`src/rtl/axi_lite_op_master.sv`:
```
// axi_lite_op_master: AXI4-Lite master that writes two operands to the arithmetic slave and reads back one result.
// Optional per-phase watchdog enabled by defining AXI_LITE_MST_TIMEOUT_EN.
`default_nettype none

module axi_lite_op_master #(
    parameter int ADDR_WIDTH     = 8,
    parameter int DATA_WIDTH     = 32,
    parameter int BASE_ADDR      = 0,
    parameter int TIMEOUT_CYCLES = 255
) (
    input  logic                    aclk,
    input  logic                    areset,
    input  logic                    cmd_valid,
    output logic                    cmd_ready,
    input  logic [1:0]              cmd_op,
    input  logic [DATA_WIDTH-1:0]   cmd_srcA,
    input  logic [DATA_WIDTH-1:0]   cmd_srcB,
    output logic                    rsp_valid,
    input  logic                    rsp_ready,
    output logic [DATA_WIDTH-1:0]   rsp_data,
    output logic                    rsp_err,
    output logic                    busy,
    output logic [ADDR_WIDTH-1:0]   M_AXI_LITE_awaddr,
    output logic                    M_AXI_LITE_awvalid,
    input  logic                    M_AXI_LITE_awready,
    output logic [DATA_WIDTH-1:0]   M_AXI_LITE_wdata,
    output logic [DATA_WIDTH/8-1:0] M_AXI_LITE_wstrb,
    output logic                    M_AXI_LITE_wvalid,
    input  logic                    M_AXI_LITE_wready,
    input  logic [1:0]              M_AXI_LITE_bresp,
    input  logic                    M_AXI_LITE_bvalid,
    output logic                    M_AXI_LITE_bready,
    output logic [ADDR_WIDTH-1:0]   M_AXI_LITE_araddr,
    output logic                    M_AXI_LITE_arvalid,
    input  logic                    M_AXI_LITE_arready,
    input  logic [DATA_WIDTH-1:0]   M_AXI_LITE_rdata,
    input  logic [1:0]              M_AXI_LITE_rresp,
    input  logic                    M_AXI_LITE_rvalid,
    output logic                    M_AXI_LITE_rready
);

    if (DATA_WIDTH != 32 && DATA_WIDTH != 64) begin : g_bad_width
        $error("axi_lite_op_master: DATA_WIDTH must be 32 or 64");
    end
    if (TIMEOUT_CYCLES < 1) begin : g_bad_timeout
        $error("axi_lite_op_master: TIMEOUT_CYCLES must be at least 1");
    end

    localparam logic [2:0] S_IDLE   = 3'd0;
    localparam logic [2:0] S_WR     = 3'd1;
    localparam logic [2:0] S_WRESP  = 3'd2;
    localparam logic [2:0] S_SETTLE = 3'd3;
    localparam logic [2:0] S_RADDR  = 3'd4;
    localparam logic [2:0] S_RDATA  = 3'd5;
    localparam logic [2:0] S_RESP   = 3'd6;

    logic [2:0]            state_q, state_d;
    logic                  wr_idx_q, wr_idx_d;
    logic                  aw_done_q, aw_done_d;
    logic                  w_done_q, w_done_d;
    logic                  err_q, err_d;
    logic [1:0]            op_q, op_d;
    logic [DATA_WIDTH-1:0] srcb_q, srcb_d;
    logic [ADDR_WIDTH-1:0] awaddr_q, awaddr_d;
    logic [DATA_WIDTH-1:0] wdata_q, wdata_d;
    logic [ADDR_WIDTH-1:0] araddr_q, araddr_d;
    logic [DATA_WIDTH-1:0] rsp_data_q, rsp_data_d;
    logic [ADDR_WIDTH-1:0] rd_off;
    logic                  tmo_hit;

`ifdef AXI_LITE_MST_TIMEOUT_EN
    localparam int CNT_W = $clog2(TIMEOUT_CYCLES + 1);
    logic [CNT_W-1:0] tmo_cnt_q;
    logic             waiting;

    assign waiting = (state_q == S_WR) || (state_q == S_WRESP) ||
                     (state_q == S_RADDR) || (state_q == S_RDATA);
    assign tmo_hit = waiting && (tmo_cnt_q == CNT_W'(TIMEOUT_CYCLES - 1));

    always_ff @(posedge aclk or posedge areset) begin
        if (areset) begin
            tmo_cnt_q <= '0;
        end else if ((state_d != state_q) || !waiting) begin
            tmo_cnt_q <= '0;
        end else begin
            tmo_cnt_q <= tmo_cnt_q + 1'b1;
        end
    end
`else
    assign tmo_hit = 1'b0;
`endif

    always_comb begin
        case (op_q)
            2'd0:    rd_off = ADDR_WIDTH'(32'h08);
            2'd1:    rd_off = ADDR_WIDTH'(32'h0C);
            2'd2:    rd_off = ADDR_WIDTH'(32'h10);
            default: rd_off = '0;
        endcase
    end

    always_comb begin
        state_d    = state_q;
        wr_idx_d   = wr_idx_q;
        aw_done_d  = aw_done_q;
        w_done_d   = w_done_q;
        err_d      = err_q;
        op_d       = op_q;
        srcb_d     = srcb_q;
        awaddr_d   = awaddr_q;
        wdata_d    = wdata_q;
        araddr_d   = araddr_q;
        rsp_data_d = rsp_data_q;
        case (state_q)
            S_IDLE: begin
                if (cmd_valid) begin
                    op_d      = cmd_op;
                    srcb_d    = cmd_srcB;
                    err_d     = 1'b0;
                    wr_idx_d  = 1'b0;
                    aw_done_d = 1'b0;
                    w_done_d  = 1'b0;
                    awaddr_d  = ADDR_WIDTH'(BASE_ADDR);
                    wdata_d   = cmd_srcA;
                    state_d   = S_WR;
                end
            end
            S_WR: begin
                // Done flags are sticky so AW and W may complete in either order.
                aw_done_d = aw_done_q | M_AXI_LITE_awready;
                w_done_d  = w_done_q | M_AXI_LITE_wready;
                if (aw_done_d && w_done_d) begin
                    state_d = S_WRESP;
                end
            end
            S_WRESP: begin
                if (M_AXI_LITE_bvalid) begin
                    err_d     = err_q | (M_AXI_LITE_bresp != 2'b00);
                    aw_done_d = 1'b0;
                    w_done_d  = 1'b0;
                    if (!wr_idx_q) begin
                        wr_idx_d = 1'b1;
                        awaddr_d = ADDR_WIDTH'(BASE_ADDR) + ADDR_WIDTH'(32'h04);
                        wdata_d  = srcb_q;
                        state_d  = S_WR;
                    end else begin
                        state_d = S_SETTLE;
                    end
                end
            end
            S_SETTLE: begin
                araddr_d = ADDR_WIDTH'(BASE_ADDR) + rd_off;
                state_d  = S_RADDR;
            end
            S_RADDR: begin
                if (M_AXI_LITE_arready) begin
                    state_d = S_RDATA;
                end
            end
            S_RDATA: begin
                if (M_AXI_LITE_rvalid) begin
                    rsp_data_d = M_AXI_LITE_rdata;
                    err_d      = err_q | (M_AXI_LITE_rresp != 2'b00);
                    state_d    = S_RESP;
                end
            end
            S_RESP: begin
                if (rsp_ready) begin
                    wr_idx_d = 1'b0;
                    state_d  = S_IDLE;
                end
            end
            default: state_d = S_IDLE;
        endcase
        if (tmo_hit) begin
            state_d    = S_RESP;
            err_d      = 1'b1;
            rsp_data_d = '0;
        end
    end

    always_ff @(posedge aclk or posedge areset) begin
        if (areset) begin
            state_q    <= S_IDLE;
            wr_idx_q   <= 1'b0;
            aw_done_q  <= 1'b0;
            w_done_q   <= 1'b0;
            err_q      <= 1'b0;
            op_q       <= 2'd0;
            srcb_q     <= '0;
            awaddr_q   <= '0;
            wdata_q    <= '0;
            araddr_q   <= '0;
            rsp_data_q <= '0;
        end else begin
            state_q    <= state_d;
            wr_idx_q   <= wr_idx_d;
            aw_done_q  <= aw_done_d;
            w_done_q   <= w_done_d;
            err_q      <= err_d;
            op_q       <= op_d;
            srcb_q     <= srcb_d;
            awaddr_q   <= awaddr_d;
            wdata_q    <= wdata_d;
            araddr_q   <= araddr_d;
            rsp_data_q <= rsp_data_d;
        end
    end

    assign cmd_ready          = (state_q == S_IDLE);
    assign busy               = (state_q != S_IDLE);
    assign rsp_valid          = (state_q == S_RESP);
    assign rsp_err            = (state_q == S_RESP) && err_q;
    assign rsp_data           = rsp_data_q;
    assign M_AXI_LITE_awaddr  = awaddr_q;
    assign M_AXI_LITE_awvalid = (state_q == S_WR) && !aw_done_q;
    assign M_AXI_LITE_wdata   = wdata_q;
    assign M_AXI_LITE_wstrb   = '1;
    assign M_AXI_LITE_wvalid  = (state_q == S_WR) && !w_done_q;
    assign M_AXI_LITE_bready  = (state_q == S_WRESP);
    assign M_AXI_LITE_araddr  = araddr_q;
    assign M_AXI_LITE_arvalid = (state_q == S_RADDR);
    assign M_AXI_LITE_rready  = (state_q == S_RDATA);

endmodule

`default_nettype wire

```
`config.mk`:
```
export PLATFORM = sky130hd
export DESIGN_NAME = axi_lite_op_master
export DESIGN_NICKNAME = d
export VERILOG_FILES = /design/src/rtl/axi_lite_op_master.sv
export SDC_FILE = /design/constraint.sdc
export NUM_CORES = 1
export LEC_CHECK = 0
export CAP_MARGIN = 0
export CORE_MARGIN = 4
export CORE_UTILIZATION = 30
export CTS_BUF_LIST = sky130_fd_sc_hd__clkbuf_4 sky130_fd_sc_hd__clkbuf_8
export DETAILED_ROUTE_END_ITERATION = 16
export SYNTH_ARGS = -nofsm -noshare
export SYNTH_HDL_FRONTEND = slang
export SYNTH_SLANG_ARGS = --single-unit
```
`constraint.sdc`:
```
create_clock -name aclk -period 3.4 [get_ports aclk]
set_clock_uncertainty 0.15 [all_clocks]
set_input_delay 0.68 -clock aclk [delete_from_list [all_inputs] [get_ports aclk]]
set_output_delay 0.68 -clock aclk [all_outputs]
set_load 0.005 [all_outputs]
```
==> flow_summary_export.csv <==
group,metric,value,unit
clock_network,clockBufferDepth,2,
final_layout,multiInputGateArea,1950,sq um
placement,hpwl,8570,um
worst_hold_path,min_from,"M_AXI_LITE_araddr[4]$_DFFE_PP0N_",
synth,ys_seq_area_frac,0.557,
clock_network,postCtsSetupBuffers,0,
synth,synthTopCellsByCount,"mux2_2, dfrtp_1, buf_4",
detailed_routing,drc,0,
floorplan,row_count,46,
synth,yosysMostFrequentCell,"mux2_2",
synth,yosysTopAreaCell,"dfrtp_1",
placement,post_dp_cell_area,6900,sq um
final_layout,n_antenna_cell,0,
sta,grt_setup_unrepaired,"no",
clock_network,htree_levels,3,
final_layout,nFillCells,1469,
sta,maxSlewHeadroom,0.500,
power_and_ir_drop,p_per_area,802,nW/um^2
placement,pre_cts_ws,0.561,ns
worst_setup_path,worstRegToRegCells,3,
detailed_routing,vias,3309,
sta,finalMaxSlewViolations,0,
floorplan,die_w,136,um
floorplan,start_util,0.307,
detailed_routing,post_drt_via_cell_ratio,4.43,
sta,period_minus_slack,3.08,ns
grt,grt_pass1_wl,19100,um
grt,globalRouteTotalUtil,0.133,
final_layout,area_growth,44.8,%
detailed_routing,antenna_left,0,
worst_setup_path,start_kind,"flip-flop",
synth,yosys_register_bits,109,
synth,netlist_top_cells_area,"dfrtp_1, mux2_2, buf_4, buf_6, mux2_1",
sta,finalCritPeriodShare,0.906,
worst_hold_path,min_to,"M_AXI_LITE_araddr[4]$_DFFE_PP0N_",
sta,worst_slack,0.320,ns
synth,synth_edf_count,0,
worst_setup_path,cp-end-kind,"primary output",
worst_setup_path,r2r_setup_slack,0.79,ns
worst_setup_path,max_stage_delay,0.84,ns
grt,first_global_vias,3644,
floorplan,die_h,136,um
clock_network,insertion_delay,0.37,ns
placement,io_buffers,187,
final_layout,finalNetCount,638,
grt,grt_max_degree,110,
worst_setup_path,crit_fanout,19,
synth,ys_types,36,
detailed_routing,wl_per_cell,16.2,um
grt,antenna_found_initial,0,
worst_setup_path,crit_type,"reg2out",
final_layout,area.sequential,2730,sq um
clock_network,postCtsResizedCells,0,
clock_network,cts_sinks,109,
clock_network,cts_root_buf,"clkbuf_8",
worst_setup_path,arrival,2.25,ns
detailed_routing,first_pass_iters,4,
clock_network,clk_pin_slew_worst_paths,0.10,ns
sta,tns,0,ns
worst_setup_path,reg2reg_to,"rsp_data[8]$_DFFE_PP0P_",
floorplan,core_area,15900,sq um
power_and_ir_drop,power.leakage,0.00291,uW
worst_hold_path,holdPathStages,2,
final_layout,drive_above_1_share,0.294,
synth,yosysWarnings,0,
worst_setup_path,crit_slowest_cell,"dfrtp_1",
final_layout,finalInstanceArea,7090,sq um
floorplan,dieArea,18400,sq um
placement,place.gp.congestion,0.713,
power_and_ir_drop,ir_worst_vdd,413,uV
detailed_routing,route.final.wire_length,12100,um
worst_hold_path,hold_class,"reg2reg",
clock_network,holdBufCountCts,0,
synth,synth_top_area_frac,0.557,
clock_network,cts_made_buffers,9,
sta,hold_viol,0,
synth,synthCells,343,
worst_setup_path,required,2.57,ns
worst_setup_path,r2r-start,"state_q[2]$_DFFE_PP0P_",
synth,synthFlopType,"dfrtp_1",
floorplan,ios,204,
job,maxCapViolations,0,
sta,fmaxAchievable,0.325,GHz
synth,synth.cell_area,4900,sq um
grt,grt.overflow.total,0,
clock_network,cts_tree,"yes",
detailed_routing,first_iter_violations,79,
worst_setup_path,worstPathCellList,"inv_1, nor3_1, clkdlybuf4s50_1",
synth,syn_area_per_cell,14.3,sq um
run_status,status,"complete, no violations",
sta,setup_viol,0,
synth,async_reset_ff_frac,1.00,
sta,worst_pin_slew,0.749,ns
metrics by stage:
| stage | hold slack, ns | util | instances | power, uW |
|---|---|---|---|---|
| floorplan | 0.302 | - | 357 | 3690 |
| global placement | 0.312 | 0.433 | 732 | 4900 |
| detailed placement | 0.319 | 0.433 | 732 | 4980 |
| CTS | 0.343 | 0.445 | 747 | 5820 |
| global route | 0.377 | 0.445 | 747 | 6100 |
| finish | 0.338 | 0.445 | 747 | 5690 |
placed cells by master (no fill, tap or decap), types with 3 or more instances in the layout:
cell	count
mux2_1	5
dfrtp_1	109
nand2b_1	5
nor2_1	7
mux2_2	127
clkdlybuf4s50_1	187
o21ai_0	6
nor3_1	5
buf_4	5
clkbuf_8	10
nand2_1	7
conb_1	16
nand3b_1	3
inv_1	5
critical path: cells and delay by family (launching register included):
family	cells	cell delay, ns
buf+inv	2	0.78
flops	1	0.84
simple gates	1	0.26
cell families (layout without fill, tap and decap cells):
family	Yosys count	after routing	synth area share
multiplexers	134	134	0.308
flip-flops	109	109	0.557
buffers and inverters	40	214	0.0582
AND/OR/NAND/NOR	37	37	0.0462
AO/OA/AOI/OAI	21	21	0.0296
other	2	16	0.00153
power by group:
part,switching (uW),internal (uW)
Sequential,415,1950
Combinational,826,1710
Clock,421,364
per-layer routing:
layer	part of all wire	track usage	wire length, um	vias to the layer above
li1	-	-	-	1543
met1	0.40	0.158	4820	1614
met2	0.48	0.216	5840	143
met4	0.012	0.0403	144	0
met3	0.11	0.0605	1280	9
met5	0	0	0	-
area by class of cell:
class                      instances  area share
sequential                       109       0.385
tap                              216      0.0381
inverter                           6     0.00370
multi-input combinational        208       0.274
timing repair buffer             193       0.272
clock buffer                      11      0.0205
clock inverter                     4     0.00688
worst max path at each step:
stage	startpoint	to	cells past startpoint
final	state_q[2]$_DFFE_PP0P_	rsp_err	3
after global routing	state_q[2]$_DFFE_PP0P_	rsp_err	3
after CTS	state_q[2]$_DFFE_PP0P_	rsp_err	3
after detailed placement	M_AXI_LITE_rvalid	rsp_data[8]$_DFFE_PP0P_	4
after global placement	M_AXI_LITE_rvalid	rsp_data[5]$_DFFE_PP0P_	4
after floorplan	areset	M_AXI_LITE_araddr[2]$_DFFE_PP0N_	1
registers in the layout, indices dropped and copies added (netlist names):
signal / flops
M_AXI_LITE_wdata: 32
rsp_data: 32
srcb_q: 32
M_AXI_LITE_araddr: 3
state_q: 3
op_q: 2
M_AXI_LITE_awaddr: 1
aw_done_q: 1
err_q: 1
w_done_q: 1
wr_idx_q: 1
No activity file was read; power rests on OpenSTA's default activity.
